File: src/rtl/uart_tx.sv
// UART transmitter: one byte per request, 8 data bits LSB first,
// optional even/odd parity, one or two stop bits, internal baud divider.
module uart_tx #(
    parameter int CLK_FREQ  = 50000000,
    parameter int BAUD_RATE = 115200,
    parameter int PARITY    = 0,
    parameter int STOP_BITS = 1
) (
    input  logic       CLK,
    input  logic       RST_N,
    input  logic       TX_START,
    input  logic [7:0] Tx_Byte,
    output logic       SO,
    output logic       TX_BUSY,
    output logic       TX_DONE
);

    localparam int CPB = CLK_FREQ / BAUD_RATE;
    localparam int CW  = (CPB > 1) ? $clog2(CPB) : 1;
    localparam logic [CW-1:0] BAUD_MAX  = CW'(CPB - 1);
    localparam logic [2:0]    LAST_STOP = 3'(STOP_BITS - 1);

    typedef enum logic [2:0] {
        S_IDLE,
        S_START,
        S_DATA,
        S_PARITY,
        S_STOP
    } state_t;

    state_t        state, state_d;
    logic [CW-1:0] baud_cnt, baud_d;
    logic [2:0]    bit_cnt, bit_d;
    logic [7:0]    shift, shift_d;
    logic          par_bit, par_d;
    logic          so_d, busy_d, done_d;
    logic          tick;
    logic          last_stop;
    logic          load;

    assign tick      = (baud_cnt == BAUD_MAX);
    assign last_stop = (state == S_STOP) && tick && (bit_cnt == LAST_STOP);
    assign load      = TX_START && ((state == S_IDLE) || last_stop);

    // State and registered outputs; SO only ever comes from this flop.
    always_ff @(posedge CLK or negedge RST_N) begin
        if (!RST_N) begin
            state    <= S_IDLE;
            baud_cnt <= '0;
            bit_cnt  <= '0;
            shift    <= '0;
            par_bit  <= 1'b0;
            SO       <= 1'b1;
            TX_BUSY  <= 1'b0;
            TX_DONE  <= 1'b0;
        end else begin
            state    <= state_d;
            baud_cnt <= baud_d;
            bit_cnt  <= bit_d;
            shift    <= shift_d;
            par_bit  <= par_d;
            SO       <= so_d;
            TX_BUSY  <= busy_d;
            TX_DONE  <= done_d;
        end
    end

    // Next-state logic; a new byte may be loaded on the last stop edge
    // so consecutive frames follow each other with no idle gap.
    always_comb begin
        state_d = state;
        baud_d  = baud_cnt;
        bit_d   = bit_cnt;
        shift_d = shift;
        par_d   = par_bit;
        so_d    = SO;
        busy_d  = TX_BUSY;
        done_d  = 1'b0;

        unique case (state)
            S_IDLE: begin
                so_d   = 1'b1;
                busy_d = 1'b0;
                baud_d = '0;
                bit_d  = '0;
            end
            S_START: begin
                if (tick) begin
                    baud_d  = '0;
                    bit_d   = '0;
                    state_d = S_DATA;
                    so_d    = shift[0];
                end else begin
                    baud_d = baud_cnt + CW'(1);
                end
            end
            S_DATA: begin
                if (tick) begin
                    baud_d = '0;
                    if (bit_cnt == 3'd7) begin
                        bit_d = '0;
                        if (PARITY != 0) begin
                            state_d = S_PARITY;
                            so_d    = par_bit;
                        end else begin
                            state_d = S_STOP;
                            so_d    = 1'b1;
                        end
                    end else begin
                        bit_d   = bit_cnt + 3'd1;
                        shift_d = {1'b0, shift[7:1]};
                        so_d    = shift[1];
                    end
                end else begin
                    baud_d = baud_cnt + CW'(1);
                end
            end
            S_PARITY: begin
                if (tick) begin
                    baud_d  = '0;
                    bit_d   = '0;
                    state_d = S_STOP;
                    so_d    = 1'b1;
                end else begin
                    baud_d = baud_cnt + CW'(1);
                end
            end
            S_STOP: begin
                so_d = 1'b1;
                if (tick) begin
                    baud_d = '0;
                    if (bit_cnt == LAST_STOP) begin
                        bit_d   = '0;
                        state_d = S_IDLE;
                        busy_d  = 1'b0;
                        done_d  = 1'b1;
                    end else begin
                        bit_d = bit_cnt + 3'd1;
                    end
                end else begin
                    baud_d = baud_cnt + CW'(1);
                end
            end
            default: begin
                state_d = S_IDLE;
                so_d    = 1'b1;
                busy_d  = 1'b0;
            end
        endcase

        if (load) begin
            shift_d = Tx_Byte;
            par_d   = (PARITY == 2) ? ~^Tx_Byte : ^Tx_Byte;
            state_d = S_START;
            so_d    = 1'b0;
            busy_d  = 1'b1;
            baud_d  = '0;
            bit_d   = '0;
        end
    end

endmodule

File: config.mk
export PLATFORM = sky130hd
export DESIGN_NAME = uart_tx
export DESIGN_NICKNAME = d
export VERILOG_FILES = /design/src/rtl/uart_tx.sv
export SDC_FILE = /design/constraint.sdc
export NUM_CORES = 1
export LEC_CHECK = 0
export CELL_PAD_IN_SITES_DETAIL_PLACEMENT = 1
export CELL_PAD_IN_SITES_GLOBAL_PLACEMENT = 2
export CORE_MARGIN = 4
export CORE_UTILIZATION = 35
export DETAILED_ROUTE_END_ITERATION = 10
export PLACE_DENSITY_LB_ADDON = 0.15
export SLEW_MARGIN = 20
export SYNTH_ARGS = -nofsm -noshare
export SYNTH_HDL_FRONTEND = slang
export SYNTH_SLANG_ARGS = --single-unit
File: constraint.sdc
create_clock -name CLK -period 4.7 [get_ports CLK]
set_input_delay 0.47 -clock CLK [delete_from_list [all_inputs] [get_ports CLK]]
set_output_delay 0.47 -clock CLK [all_outputs]
set_load 0.02 [all_outputs]
# --- Yosys cells after proc, flatten, opt, wreduce, memory -nomap -nowiden ---
# Index checks and enable logic that the tools add are counted.
word_totals:
  elab_cells: 78
  input_bits: 11
  reg_bits: 26
  output_inout_bits: 3
op_classes:
  n_addsub: 2
  reduce_logical: 18
  muxes: 35
  n_eq_ne: 16
op_table:
  columns: ["cell", "n"]
  rows:
  - ["$mux 3", 13]
  - ["$mux 8", 4]
  - ["$mux 9", 2]
  - ["$pmux 9 s2", 1]
  - ["$ne 3x3->1 const B", 5]
  - ["$pmux 3 s5", 1]
  - ["$pmux 3 s4", 1]
  - ["$mux 1", 11]
  - ["$add 9x1->9 const B", 1]
  - ["$eq 9x9->1 const B", 1]
  - ["$reduce_and 3->1", 3]
  - ["$reduce_and 7->1", 1]
  - ["$eq 3x2->1 const B", 2]
  - ["$eq 3x3->1 const B", 2]
  - ["$logic_not 3->1", 2]
  - ["$reduce_bool 5->1", 1]
  - ["$ne 2x2->1 const B", 2]
  - ["$reduce_and 4->1", 1]
  - ["$reduce_bool 2->1", 2]
  - ["$reduce_or 4->1", 1]
  - ["$add 3x1->3 const B", 1]
  - ["$eq 3x1->1 const B", 1]
  - ["$logic_and 1x1->1", 3]
  - ["$ne 3x1->1 const B", 1]
  - ["8 further kinds", 8]

# --- Longest topological paths before layout ---
# Gate-level depths: netlist of the first run.
depth:
  word_depth: 7
  depth_mapped: 7
  depth_no_buf: 6

# --- Least setup slack after synthesis of the first run ---
# No wires, ideal clock.
synth_timing:
  kind: "register to register"
  startpoint: "reg bit_cnt[0]"
  endpoint: "reg shift[1]"
  arrival_ns: 2.024
  required_ns: 4.573
  path_stages_with_launch: 7
  n_path_buf: 0
  setup_slack_ns: 2.550
  cell_sequence: "dfrtp_1 -> ha_1 -> ha_1 -> nor4b_1 -> nand3_1 -> a21boi_2 -> a221o_2"
synth_between:
  elab_chain_cells: 6
  word_cells_on_any_way: 10
  classes_between: "2 x eq/ne; 1 x mux; 7 x reduce/logical"
synth_rtl:
  columns: ["item", "line_no", "source"]
  rows:
  - ["start, declared", "33", "logic [2:0] bit_cnt, bit_d;"]
  - ["start signal, assigned", "59", "bit_cnt <= bit_d;"]
  - ["$logic_not 3->1", "42", "assign last_stop = (state == S_STOP) && tick && (bit_cnt == LAST_STOP);"]
  - ["$logic_and 1x1->1", "42", null]
  - ["$logic_or 1x1->1", "43", "assign load = TX_START && ((state == S_IDLE) || last_stop);"]
  - ["$logic_and 1x1->1", "43", null]
  - ["$ne 2x2->1 (no source line) or $reduce_bool 2->1 (tied branches)", null, null]
  - ["$reduce_and 3->1 (no source line)", null, null]
  - ["end signal, assigned", "60", "shift <= shift_d;"]
  - ["end, declared", "34", "logic [7:0] shift, shift_d;"]
# Several ways; a longest one is shown, not always the timed one.
# A chain may end at the register's enable or synchronous reset.

# --- Worst setup path in the final report of the first run ---
# Same ends and word-level chain as after synthesis.

==> impl_results.md, run 1 <==
* Tmin final at 2.38 ns
* Reg clk slew, reported paths at 0.10 ns
* Syn_nets at ~160
* Max H-tree Level at 1
* GP Congestion at 0.699
* Area Growth Syn to Fin at 16.3%
* Worst Max-Slew Pin Slew at just over 0.9 ns
* Maximum clock skew at final layout at 0.00589 ns
* Crit-path slowest cell: dfrtp_1
* Global Route Usage Sum at 0.150
* Hold WS at 0.519 ns
* Full die area at roughly 0.0053 mm2
* Yosys cell types at between 40 and 50
* Tcrit/Tclk final at 0.506
* Top_reg_cell synth: dfrtp_1
* Leak pwr at approximately 0.72 nW
* Top delay family on crit path: simple AND/OR/NAND/NOR gates
* Yosys top cell by area: dfrtp_1
* Die width at around 73 um
* Hold buffers post-CTS at 0
* Crit end category: register
* DR pass1 iterations at 6
* Initial antenna violation count at 0
* Placed instance count at 203
* Area contributors post-synth: dfrtp_1, mux2i_1, ha_1, o21ai_0, nand3_1
* DP Wirelength at 2510 um
* Top-count cell post-synth: dfrtp_1
* Remaining Overflow, GRT at 0
* Core region area at 0.00403 mm2
* Die span in y at 72.6 um
* Most used cell, CP: ha_1
* Initial Util at 0.362
* Clock root cell: clkbuf_8
* Layout cells sized above 1 at 0.108
* CTS buffer count at 3
* Syn Area/Cell at 10.2 um2
* Fin cells at a little over 200
* Max IR drop VDD at approximately 0.00013 V
* Detailed Route Iter0 Violations at just over 70
* Relative slew slack at 0.372
* ANT cells at 0
* Final Hold Viols at 0
* Global-route wire length before repair at 6170 um
* WL per Instance at around 17 um
* Number of flops mapped to enable cells by yosys at 0
* Final nets at approximately 170
* Largest net degree at the start of global routing at 27
* DRC at 0
* Vias at 1,182
* Syn Inst Count at 143
* CP Max Fanout at 7
* Reg power frac at 0.521
* Crit path cell chain: ha_1 > ha_1 > nor4b_1 > nand3_1 > a21boi_2 > a221o_2
* Maxcap violations at 0
* Comb power frac at 0.037
* Drt total wl at between 3000 and 4000 um
* CTS tree: yes
* Netlist Area Pre-Place at roughly 0.0015 mm2
* Fmax achieved at 420 MHz
* Post_cts resized at 0
* Critical path's largest stage delay at approximately 0.42 ns
* Ys Warns at 0
* Setup violators final at 0
* Worst hold path class: reg2reg
* NetSw at ~83 uW
* PwrDens at about 250 mW/mm2
* Register area share after synthesis at 0.447
* Clk buf depth at 2
* Total power at 430 uW
* CP bufs+invs at 0
* I/O Buffers at 13
* Layout fillers at roughly 460
* Final slew viol count at 0
* FP Rows at 23
* Critical Path Start Type: register
* Ys async rst share at 1.00
* Critical Path AT at 2.55 ns
* CP required at a little under 5 ns
* Clock network power share at 0.442
* I/O pins at 14
* Vias in the first global route at 1,256
* Antenna Nets Post-Route at 0
* RSZ-0062 raised after global routing: false
* Yosys top cell area share at 0.429
* WS Path Type: reg2reg
* Setup bufs post-CTS at 0
* Status: completed
* Setup tns final at 0 ns
* Worst-Skew Late Latency at about 0.28 ns
* Synth cell count leaders: dfrtp_1, o21ai_0, inv_1, nand3_1
* Vias/cell at 5.71
* Switching portion of total power at 0.193
* #FFs+latches synth at 26
* Num Clock Sinks at 26
* Int Pwr at roughly 350 uW
## final timing paths
path | startpoint | endpoint | slack, ns | cells after the start
setup / recovery | bit_cnt[0]$_DFFE_PN0P_ | shift[1]$_DFFE_PN0P_ | 2.32 | 6
hold / removal | SO$_DFFE_PN1P_ | SO$_DFFE_PN1P_ | 0.52 | 2
setup reg to reg | bit_cnt[0]$_DFFE_PN0P_ | shift[1]$_DFFE_PN0P_ | 2.32 | 6
hold reg to reg | SO$_DFFE_PN1P_ | SO$_DFFE_PN1P_ | 0.52 | 2
max in group asynchronous | RST_N | SO$_DFFE_PN1P_ | 3.84 | 2
min in group asynchronous | RST_N | TX_BUSY$_DFFE_PN0P_ | 0.56 | 2
## metrics by stage
stage	utilization	worst slack, ns	cell area [um2]
2_1_floorplan	-	2.55	1460
5_1_grt	0.421	2.15	1700
6_report	0.421	2.32	1700
3_3_place_gp	0.403	2.36	1630
4_1_cts	0.421	2.29	1700
3_5_place_dp	0.403	2.32	1630
## power by group through the flow
stage,Sequential [mW],Clock (mW),Combinational [mW]
global route,0.225,0.207,0.0179
finish,0.224,0.190,0.0160
global placement,0.229,0,0.0159
CTS,0.224,0.196,0.0165
detailed placement,0.229,0,0.0164
floorplan,0.229,0,0.000937
## state kept, by name, summed over array words and instances (netlist names)
| signal | cells |
|---|---|
| TX_BUSY | 1 |
| baud_cnt | 9 |
| shift | 8 |
| TX_DONE | 1 |
| bit_cnt | 3 |
| SO | 1 |
| state | 3 |
## worst reg2reg max path: stages, from the launching register on
cell      delay [ns]
dfrtp_1         0.42
ha_1            0.21
ha_1            0.25
nor4b_1         0.40
nand3_1         0.36
a21boi_2        0.29
a221o_2         0.35
## cells in the final DEF (no fill, tap or decap), types with 2 or more instances in the layout
cell type	synthesis	routed
dfrtp_1	25	25
nor2_1	7	7
clkdlybuf4s50_1	0	13
o21ai_0	10	10
nand4_1	4	4
inv_1	9	9
xor2_1	3	3
a21oi_1	5	5
and3_1	4	4
o32ai_1	3	3
nor3_1	5	5
clkbuf_8	0	3
nor3b_1	3	3
nor4b_1	2	2
nand2_1	8	8
nand3_1	9	9
mux2i_1	8	8
ha_1	5	5
a221o_2	2	2
o31a_1	2	2
mux2_2	3	3
nand2b_1	2	2
## logic make-up (layout without fill, tap and decap cells)
kind of cell,Yosys count,in the layout,synth area share
AO/OA/AOI/OAI,33,33,0.166
XOR/XNOR,3,3,0.0180
adder cells (fa/ha/maj),6,6,0.0506
buffers and inverters,13,27,0.0463
flip-flops,26,26,0.447
multiplexers,11,11,0.0780
AND/OR/NAND/NOR,51,51,0.195
## routing by layer
metal / global-route usage / part of all wire / vias to the layer above / wire length [um]
met5: 0 / 0 / - / 0
met4: 0.0451 / 0.016 / 0 / 54
met3: 0.0332 / 0.032 / 6 / 109
met2: 0.247 / 0.49 / 20 / 1680
met1: 0.195 / 0.47 / 601 / 1600
li1: - / - / 555 / -
## layout make-up
type / instances / area, um2 / share of cell area
multi-input cells: 104 / 739 / 0.436
clock buffers: 3 / 41.3 / 0.0243
repair buffers: 14 / 138 / 0.0811
flip-flops and latches: 26 / 652 / 0.384
inverters: 9 / 33.8 / 0.0199
well taps: 50 / 62.6 / 0.0369
clock inverters: 1 / 30.0 / 0.0177
Power figures use the tool's default switching activity.
==> run 2: changes to the inputs <==
--- a/config.mk
+++ b/config.mk
@@ -8,7 +8,7 @@
 export CELL_PAD_IN_SITES_DETAIL_PLACEMENT = 1
 export CELL_PAD_IN_SITES_GLOBAL_PLACEMENT = 2
 export CORE_MARGIN = 4
-export CORE_UTILIZATION = 35
+export CORE_UTILIZATION = 33
 export DETAILED_ROUTE_END_ITERATION = 10
 export PLACE_DENSITY_LB_ADDON = 0.15
 export SLEW_MARGIN = 20
==> constraint.sdc (replaced) <==
create_clock -name CLK -period 2 [get_ports CLK]
set_input_delay 0.2 -clock CLK [delete_from_list [all_inputs] [get_ports CLK]]
set_output_delay 0.2 -clock CLK [all_outputs]
set_load 0.02 [all_outputs]
==> run 2 against run 1 <==
Flip-flop and latch count is the same. Non-clock buffer count grew 15. Critical endpoint is now bit_cnt[2]$_DFFE_PN0P_. Global-route usage grew 0.085 points.
==> impl_results.md, run 2 (synthesized netlist as in run 1, its figures left out) <==
* Setup violators final at 0 (unchanged)
* Most common library cell in the layout ignoring fill and taps: dfrtp_1 (unchanged)
* I/O Buffers at 13 (unchanged)
* Hold buffers post-CTS at 0 (unchanged)
* Tcrit/Tclk final at 0.951 (was 0.506)
* Vias at 1,213 (was 1,182)
* Num Clock Sinks at 26 (unchanged)
* Setup tns final at 0 ns (unchanged)
* Die span in y at 74.5 um (was 72.6 um)
* Vias/cell at 5.46 (was 5.71)
* ANT cells at 0 (unchanged)
* GP Congestion at 0.811 (was 0.699)
* Layout cells sized above 1 at 0.209 (was 0.108)
* Critical Path AT at 2.07 ns (was 2.55 ns)
* Placed cell areas at 0.00176 mm2 (was 0.00163 mm2)
* Post_cts resized at 1 (was 0)
* I/O pins at 14 (unchanged)
* Setup slack after layout at 0.0982 ns (was 2.32 ns)
* Setup bufs post-CTS at 0 (unchanged)
* PwrDens at 484 mW/mm2 (was 254 mW/mm2)
* Maxcap violations at 0 (unchanged)
* Fmax achieved at 526 MHz (was 420 MHz)
* Critical Path Start Type: register (unchanged)
* Initial antenna violation count at 0 (unchanged)
* Biggest register: baud_cnt (unchanged)
* FP Rows at 23 (unchanged)
* Post-Place Setup Slack at 0.00693 ns (was 2.32 ns)
* Detailed Route Iter0 Violations at 26 (was 72)
* CP Max Fanout at 6 (was 7)
* Relative slew slack at 0.691 (was 0.372)
* Leak pwr at 0.780 nW (was 0.721 nW)
* Initial Util at 0.352 (was 0.362)
* WS Path Type: reg2reg (unchanged)
* Worst hold path class: in2async (was reg2reg)
* Drt total wl at 3720 um (was 3440 um)
* Worst Max-Slew Pin Slew at 0.463 ns (was 0.936 ns)
* Design area at 0.00181 mm2 (was 0.00170 mm2)
* Most frequent cells in the layout: dfrtp_1, buf_4, clkdlybuf4s50_1 (was dfrtp_1, clkdlybuf4s50_1, o21ai_0)
* CTS buffer count at 3 (unchanged)
* Clock root cell: clkbuf_8 (unchanged)
* Fin cells at 222 (was 207)
* Max IR drop VDD at 0.000371 V (was 0.000131 V)
* Final nets at 189 (was 174)
* Vias in the first global route at 1,288 (was 1,256)
* RSZ-0062 raised after global routing: false (unchanged)
* WL per Instance at 16.7 um (was 16.6 um)
* Total power at 876 uW (was 430 uW)
* Max reg flops at 9 (unchanged)
* Die width at 74.5 um (was 72.6 um)
* Placed instance count at 218 (was 203)
* DR pass1 iterations at 4 (was 6)
* DRC at 0 (unchanged)
* Global-route wire length before repair at 6390 um (was 6170 um)
* Global Route Usage Sum at 0.151 (was 0.150)
* Reg clk slew, reported paths at 0.09 ns (was 0.10 ns)
* Status: completed (unchanged)
* Antenna Nets Post-Route at 0 (unchanged)
* Crit end category: register (unchanged)
* Maximum clock skew at final layout at 0.000787 ns (was 0.00589 ns)
* CTS tree: yes (unchanged)
* Remaining Overflow, GRT at 0 (unchanged)
* Final Hold Viols at 0 (unchanged)
* Core region area at 0.00414 mm2 (was 0.00403 mm2)
* DP Wirelength at 2850 um (was 2510 um)
* Max H-tree Level at 1 (unchanged)
* Full die area at 0.00555 mm2 (was 0.00526 mm2)
* Final slew viol count at 0 (unchanged)
* CP required at 2.16 ns (was 4.87 ns)
* Worst-Skew Late Latency at 0.27 ns (was 0.28 ns)
* Clk buf depth at 2 (unchanged)
* Tmin final at 1.90 ns (was 2.38 ns)
* Regs by FF count: baud_cnt (9), shift (8) (unchanged)
* Largest net degree at the start of global routing at 27 (unchanged)
* Area Growth Syn to Fin at 24.0% (was 16.3%)
* Layout fillers at 475 (was 458)
## run 2: cell types whose count changed in the layout (fill, tap and decap cells not counted)
cell / before / now
and2_1: 1 / 0
nand3_2: 0 / 1
bufinv_16: 1 / 0
ha_2: 0 / 1
clkbuf_1: 0 / 1
and2_2: 0 / 1
nor2_1: 7 / 6
nor2_2: 0 / 1
ha_1: 5 / 4
buf_4: 1 / 16
nor4b_1: 2 / 1
nand3_1: 9 / 8
nor4b_4: 0 / 1
## run 2: final cells by class
class	instances	area [um2]	area share
Multi-Input combinational cell	104	766	0.423
Tap cell	50	62.6	0.0346
Clock buffer	4	45.0	0.0249
Timing Repair Buffer	29	250	0.138
Sequential cell	26	652	0.360
Inverter	9	33.8	0.0187
## run 2: final timing paths
path	startpoint	to	slack [ns]	depth (start not counted)
max in group asynchronous	RST_N	SO$_DFFE_PN1P_	1.40	2
setup reg to reg	baud_cnt[3]$_DFFE_PN0P_	bit_cnt[2]$_DFFE_PN0P_	0.1	4
min in group CLK	Tx_Byte[6]	shift[6]$_DFFE_PN0P_	0.49	3
hold reg to reg	SO$_DFFE_PN1P_	SO$_DFFE_PN1P_	0.49	2
setup / recovery	baud_cnt[3]$_DFFE_PN0P_	bit_cnt[2]$_DFFE_PN0P_	0.1	4
hold / removal	RST_N	shift[7]$_DFFE_PN0P_	0.30	2
## run 2: metrics by stage
stage | hold slack, ns | utilization
final | 0.303 | 0.437
after CTS | 0.313 | 0.437
after detailed placement | 0.485 | 0.425
after floorplan | -0.0956 | -
after global placement | 0.480 | 0.425
after global routing | 0.323 | 0.437
## run 2: layer usage
layer,global-route usage,wire [um],up-vias
met5,0,0,-
met3,0.0324,165,4
li1,-,-,584
met2,0.261,1850,24
met4,0.0296,34,0
met1,0.193,1670,601
## run 2: critical path, stage by stage, from the launching register on
cell,delay (ns)
dfrtp_1,0.39
or4b_4,0.59
nor2_2,0.17
maj3_2,0.29
mux2_2,0.35
## run 2: where the power goes
group / leakage, nW / internal [mW] / switching [mW]
sequential: 0.307 / 0.526 / 0.000816
clock: 0.0228 / 0.143 / 0.169
combinational: 0.451 / 0.0211 / 0.0165
==> edit 1, RTL diff (settings of run 2) <==
Re-encode `state_t` (5 states) as Gray code, 3 bits wide.
--- a/src/rtl/uart_tx.sv
+++ b/src/rtl/uart_tx.sv
@@ -21,11 +21,11 @@
     localparam logic [2:0]    LAST_STOP = 3'(STOP_BITS - 1);
 
     typedef enum logic [2:0] {
-        S_IDLE,
-        S_START,
-        S_DATA,
-        S_PARITY,
-        S_STOP
+        S_IDLE   = 3'b000,
+        S_START  = 3'b001,
+        S_DATA   = 3'b011,
+        S_PARITY = 3'b010,
+        S_STOP   = 3'b110
     } state_t;
 
     state_t        state, state_d;
Behaviour: same outputs for any inputs over 10 cycles, from zero or initial values and one cycle with RST_N low; not proved beyond that.
==> edit 1 against run 2 <==
  * The flow now finishes with violations (negative setup slack)
  * Fmax down 15%
  * Cell area up 12%
  * Global-route usage about the same
  * Setup slack worse by 330 ps
  * Power down 0.65%
  * Routed wire length up 6.4%
  * Sequential cell count unchanged
  * Synthesized area up 3.7%
  * Critical path type unchanged
==> edit 1: results (changes against run 2) <==
Status - complete, but fails checks (was completed)
Violated checks - negative setup slack
GP Congestion - 0.855 (was 0.811)
Layout cell share with drive strength beyond 1 - 0.319 (was 0.209)
Worst VDD drop - 0.000339 V (was 0.000371 V)
First-pass GRT wire length - 6490 um (was 6390 um)
Crit Path Max Fanout - 8 (was 6)
Seq/Total Area, Yosys - 0.431 (was 0.447)
Post-synthesis mux area share - 0.146 (was 0.0780)
Seq area share - 0.322 (was 0.360)
FFs & Latches - 26 (unchanged)
Bufs w/o clock - 42 (was 29)
GR Util met1 - 0.188 (was 0.193)
Worst EP arrival - 2390 ps (was 2070 ps)
Post-synth top cells - dfrtp_1, o21ai_0, mux2_4 (was dfrtp_1, o21ai_0, inv_1, nand3_1)
Post-synthesis xor/xnor area fraction - 0.00579 (was 0.0180)
Placed cell areas - 1820 um2 (was 1760 um2)
Met2 routed WL - 2040 um (was 1850 um)
Routed vias - 1261 (was 1213)
Iter 0 DRT Violations - 49 (was 26)
Sum Neg Setup Slack - -1550 ps (was 0 ps)
Post-synthesis compound-gate area fraction - 0.163 (was 0.166)
Clock skew - 6.64 ps (was 0.787 ps)
P_leak - 0.000973 uW (was 0.000780 uW)
DP HPWL - 2740 um (was 2850 um)
Met2 GRT Util - 0.266 (was 0.261)
Syn_nets - 163 (was 159)
Post-CTS Setup Inserts - 5 (was 0)
Wire length per cell - 16.7 um (about the same)
Final setup fails - 7 (was 0)
Relative slew slack - 0.758 (was 0.691)
GRT Total Usage - 0.151 (about the same)
Final WS setup - -233 ps (was 98.2 ps)
Clock network area share - 0.0222 (was 0.0249)
Met3 Usage GRT - 0.0396 (was 0.0324)
[edit 1: critical path, cell delays in order, from the launching register on]
cell and delay, ps:
dfrtp_1 400, ha_2 200, ha_4 170, nor4bb_4 250
or3b_1 380, buf_6 160, mux2_4 300, mux2_4 260
[edit 1: per-stage QoR]
step / cells / utilization
floorplan: 147 / -
global placement: 225 / 0.415
detailed placement: 225 / 0.415
CTS: 234 / 0.452
global route: 237 / 0.462
finish: 237 / 0.462
[edit 1: path summary, 6_finish.rpt]
check                           start    endpoint  slack [ps]  depth (start not counted)
setup / recovery           bit_cnt[1]    shift[2]        -230                          7
hold / removal                  RST_N  bit_cnt[2]         300                          2
setup reg to reg           bit_cnt[1]    shift[2]        -230                          7
hold reg to reg              shift[7]    shift[7]         540                          2
max in group asynchronous       RST_N          SO        1400                          2
min in group CLK           Tx_Byte[7]    shift[7]         460                          3
[edit 1: report_power, final]
part / switching (uW) / total (uW) / internal [uW]
Clock: 170 / 313 / 143
Sequential: 0 / 525 / 525
Combinational: 13.9 / 32.8 / 18.8
==> edit 2, RTL diff (flow settings as in run 2) <==
Made on the original files. Set the parameter `BAUD_RATE` to 28800 (it was 115200).
--- a/src/rtl/uart_tx.sv
+++ b/src/rtl/uart_tx.sv
@@ -2,7 +2,7 @@
 // optional even/odd parity, one or two stop bits, internal baud divider.
 module uart_tx #(
     parameter int CLK_FREQ  = 50000000,
-    parameter int BAUD_RATE = 115200,
+    parameter int BAUD_RATE = 28800,
     parameter int PARITY    = 0,
     parameter int STOP_BITS = 1
 ) (
Formal check against the unedited RTL: no difference found for any inputs over 10 cycles, from zero or initial values and one cycle with RST_N low; that may be too few to reach the edited logic, so the function may still have changed.
==> edit 2 against run 2 <==
  * Routed wire length grew 6.8%
  * Critical path type unchanged
  * First-iteration DRC count grew 130%
  * Synthesized area grew 8.8%
  * Sequential cell count grew 2
  * Cell area grew 7.7%
  * Cell count grew 5.4%
  * Global-route usage shrank 0.78 points
  * Worst hold slack lost 12 ps
  * Power grew 10%
  * Critical endpoint is now shift[0]
  * Setup slack lost 11 ps
==> edit 2: results (changes against run 2) <==
Crit Path Max Fanout - 8 (was 6)
Post-synthesis xor/xnor area fraction - 0.0331 (was 0.0180)
Clock Latency Late Sink - 280 ps
Wire length per cell - 17.0 um (was 16.7 um)
Num CTS Buffers - 3 (unchanged)
Largest net degree at the start of global routing - 29 (was 27)
Layout cell share with drive strength beyond 1 - 0.220 (was 0.209)
Synth async-reset ratio - 1.00 (unchanged)
Number of fill cells - 514 (was 475)
Final setup fails - 0 (unchanged)
Post-CTS Resized - 0 (was 1)
Drt pass-1 iters - 2 (was 4)
Post-synthesis cell type count - 42 (was 43)
Post-synth top cells - dfrtp_1, mux2_2, nand2_1 (was dfrtp_1, o21ai_0, inv_1, nand3_1)
Post-synthesis mux area share - 0.113 (was 0.0780)
GRT Total Usage - 0.143 (was 0.151)
Syn_nets - 174 (was 159)
Worst VDD drop - 0.000224 V (was 0.000371 V)
Sequential cell area - 702 um2 (was 652 um2)
Antenna cells - 0 (unchanged)
Max incr delay on CP - 420 ps (was 590 ps)
CTS H-Tree Depth - 1 (unchanged)
Nets - 198 (was 189)
Vias per inst - 5.50 (was 5.46)
First-pass GRT wire length - 6940 um (was 6390 um)
Switch Pwr - 204 uW (was 186 uW)
Post-synthesis compound-gate area fraction - 0.125 (was 0.166)
Adder-cell share of the synthesized area - 0.0449 (was 0.0506)
Synth area leaders - dfrtp_1, mux2_2, nand2_1, xnor2_1, ha_1 (was dfrtp_1, mux2i_1, ha_1, o21ai_0, nand3_1)
GP Congestion - 0.778 (was 0.811)
Status - completed (unchanged)
Actual slew at the worst max-slew pin - 385 ps (was 463 ps)
Clock skew - 6.01 ps (was 0.787 ps)
Vias in the first global route - 1435 (was 1288)
Largest registers - baud_cnt x11, shift x8 (was baud_cnt x9, shift x8)
P_leak - 0.000846 uW (was 0.000780 uW)
Worst EP arrival - 2090 ps (was 2070 ps)
Placed cell areas - 1870 um2 (was 1760 um2)
Slowest-stage cell, CP - dfrtp_1 (was or4b_4)
Critical path's top delay family - multiplexers (was simple AND/OR/NAND/NOR gates)
Seq/Total Area, Yosys - 0.442 (was 0.447)
DP HPWL - 3050 um (was 2850 um)
Iter 0 DRT Violations - 59 (was 26)
-- edit 2: cell families (layout without fill, tap and decap cells) --
logic type               after synthesis  after routing
buffers and inverters                 13             36
flip-flops                            28             28
multiplexers                          16             16
AND/OR/NAND/NOR                       60             60
XOR/XNOR                               6              6
adder cells (fa/ha/maj)                6              6
AO/OA/AOI/OAI                         30             30
-- edit 2: metrics by stage --
step / cells / worst slack, ps
after floorplan: 159 / 20.0
after global placement: 230 / 101
after detailed placement: 230 / 46.6
after CTS: 234 / 34.8
after global routing: 234 / 11.0
final: 234 / 87.5
-- edit 2: layout make-up --
cell class | count | area share
sequential | 28 | 0.360
inverter | 5 | 0.00963
multi-input combinational | 118 | 0.446
timing repair buffer | 27 | 0.123
clock buffer | 4 | 0.0282
tap | 52 | 0.0334
-- edit 2: path summary, 6_finish.rpt --
| kind | cells past startpoint | start | slack (ps) | end |
|---|---|---|---|---|
| setup / recovery | 7 | bit_cnt[0] | 90 | shift[0] |
| hold / removal | 2 | RST_N | 290 | baud_cnt[3] |
| setup reg to reg | 7 | bit_cnt[0] | 90 | shift[0] |
| hold reg to reg | 2 | SO | 520 | SO |
| max in group asynchronous | 2 | RST_N | 1390 | SO |
| min in group CLK | 3 | Tx_Byte[7] | 450 | shift[7] |
-- edit 2: layer usage --
metal  up-vias  track usage  wire, um
met3         5       0.0243        90
met5         -            0         0
met4         0       0.0374        43
met1       650        0.178      1850
li1        621            -         -
met2        12        0.256      1980
-- edit 2: power by group through the flow --
| stage | clock [uW] | sequential [uW] | combinational, uW |
|---|---|---|---|
| after floorplan | 0 | 577 | 0.603 |
| after global routing | 404 | 566 | 37.5 |
| after detailed placement | 0 | 577 | 34.9 |
| after CTS | 389 | 566 | 34.8 |
| final | 365 | 566 | 33.3 |
| after global placement | 0 | 577 | 34.1 |
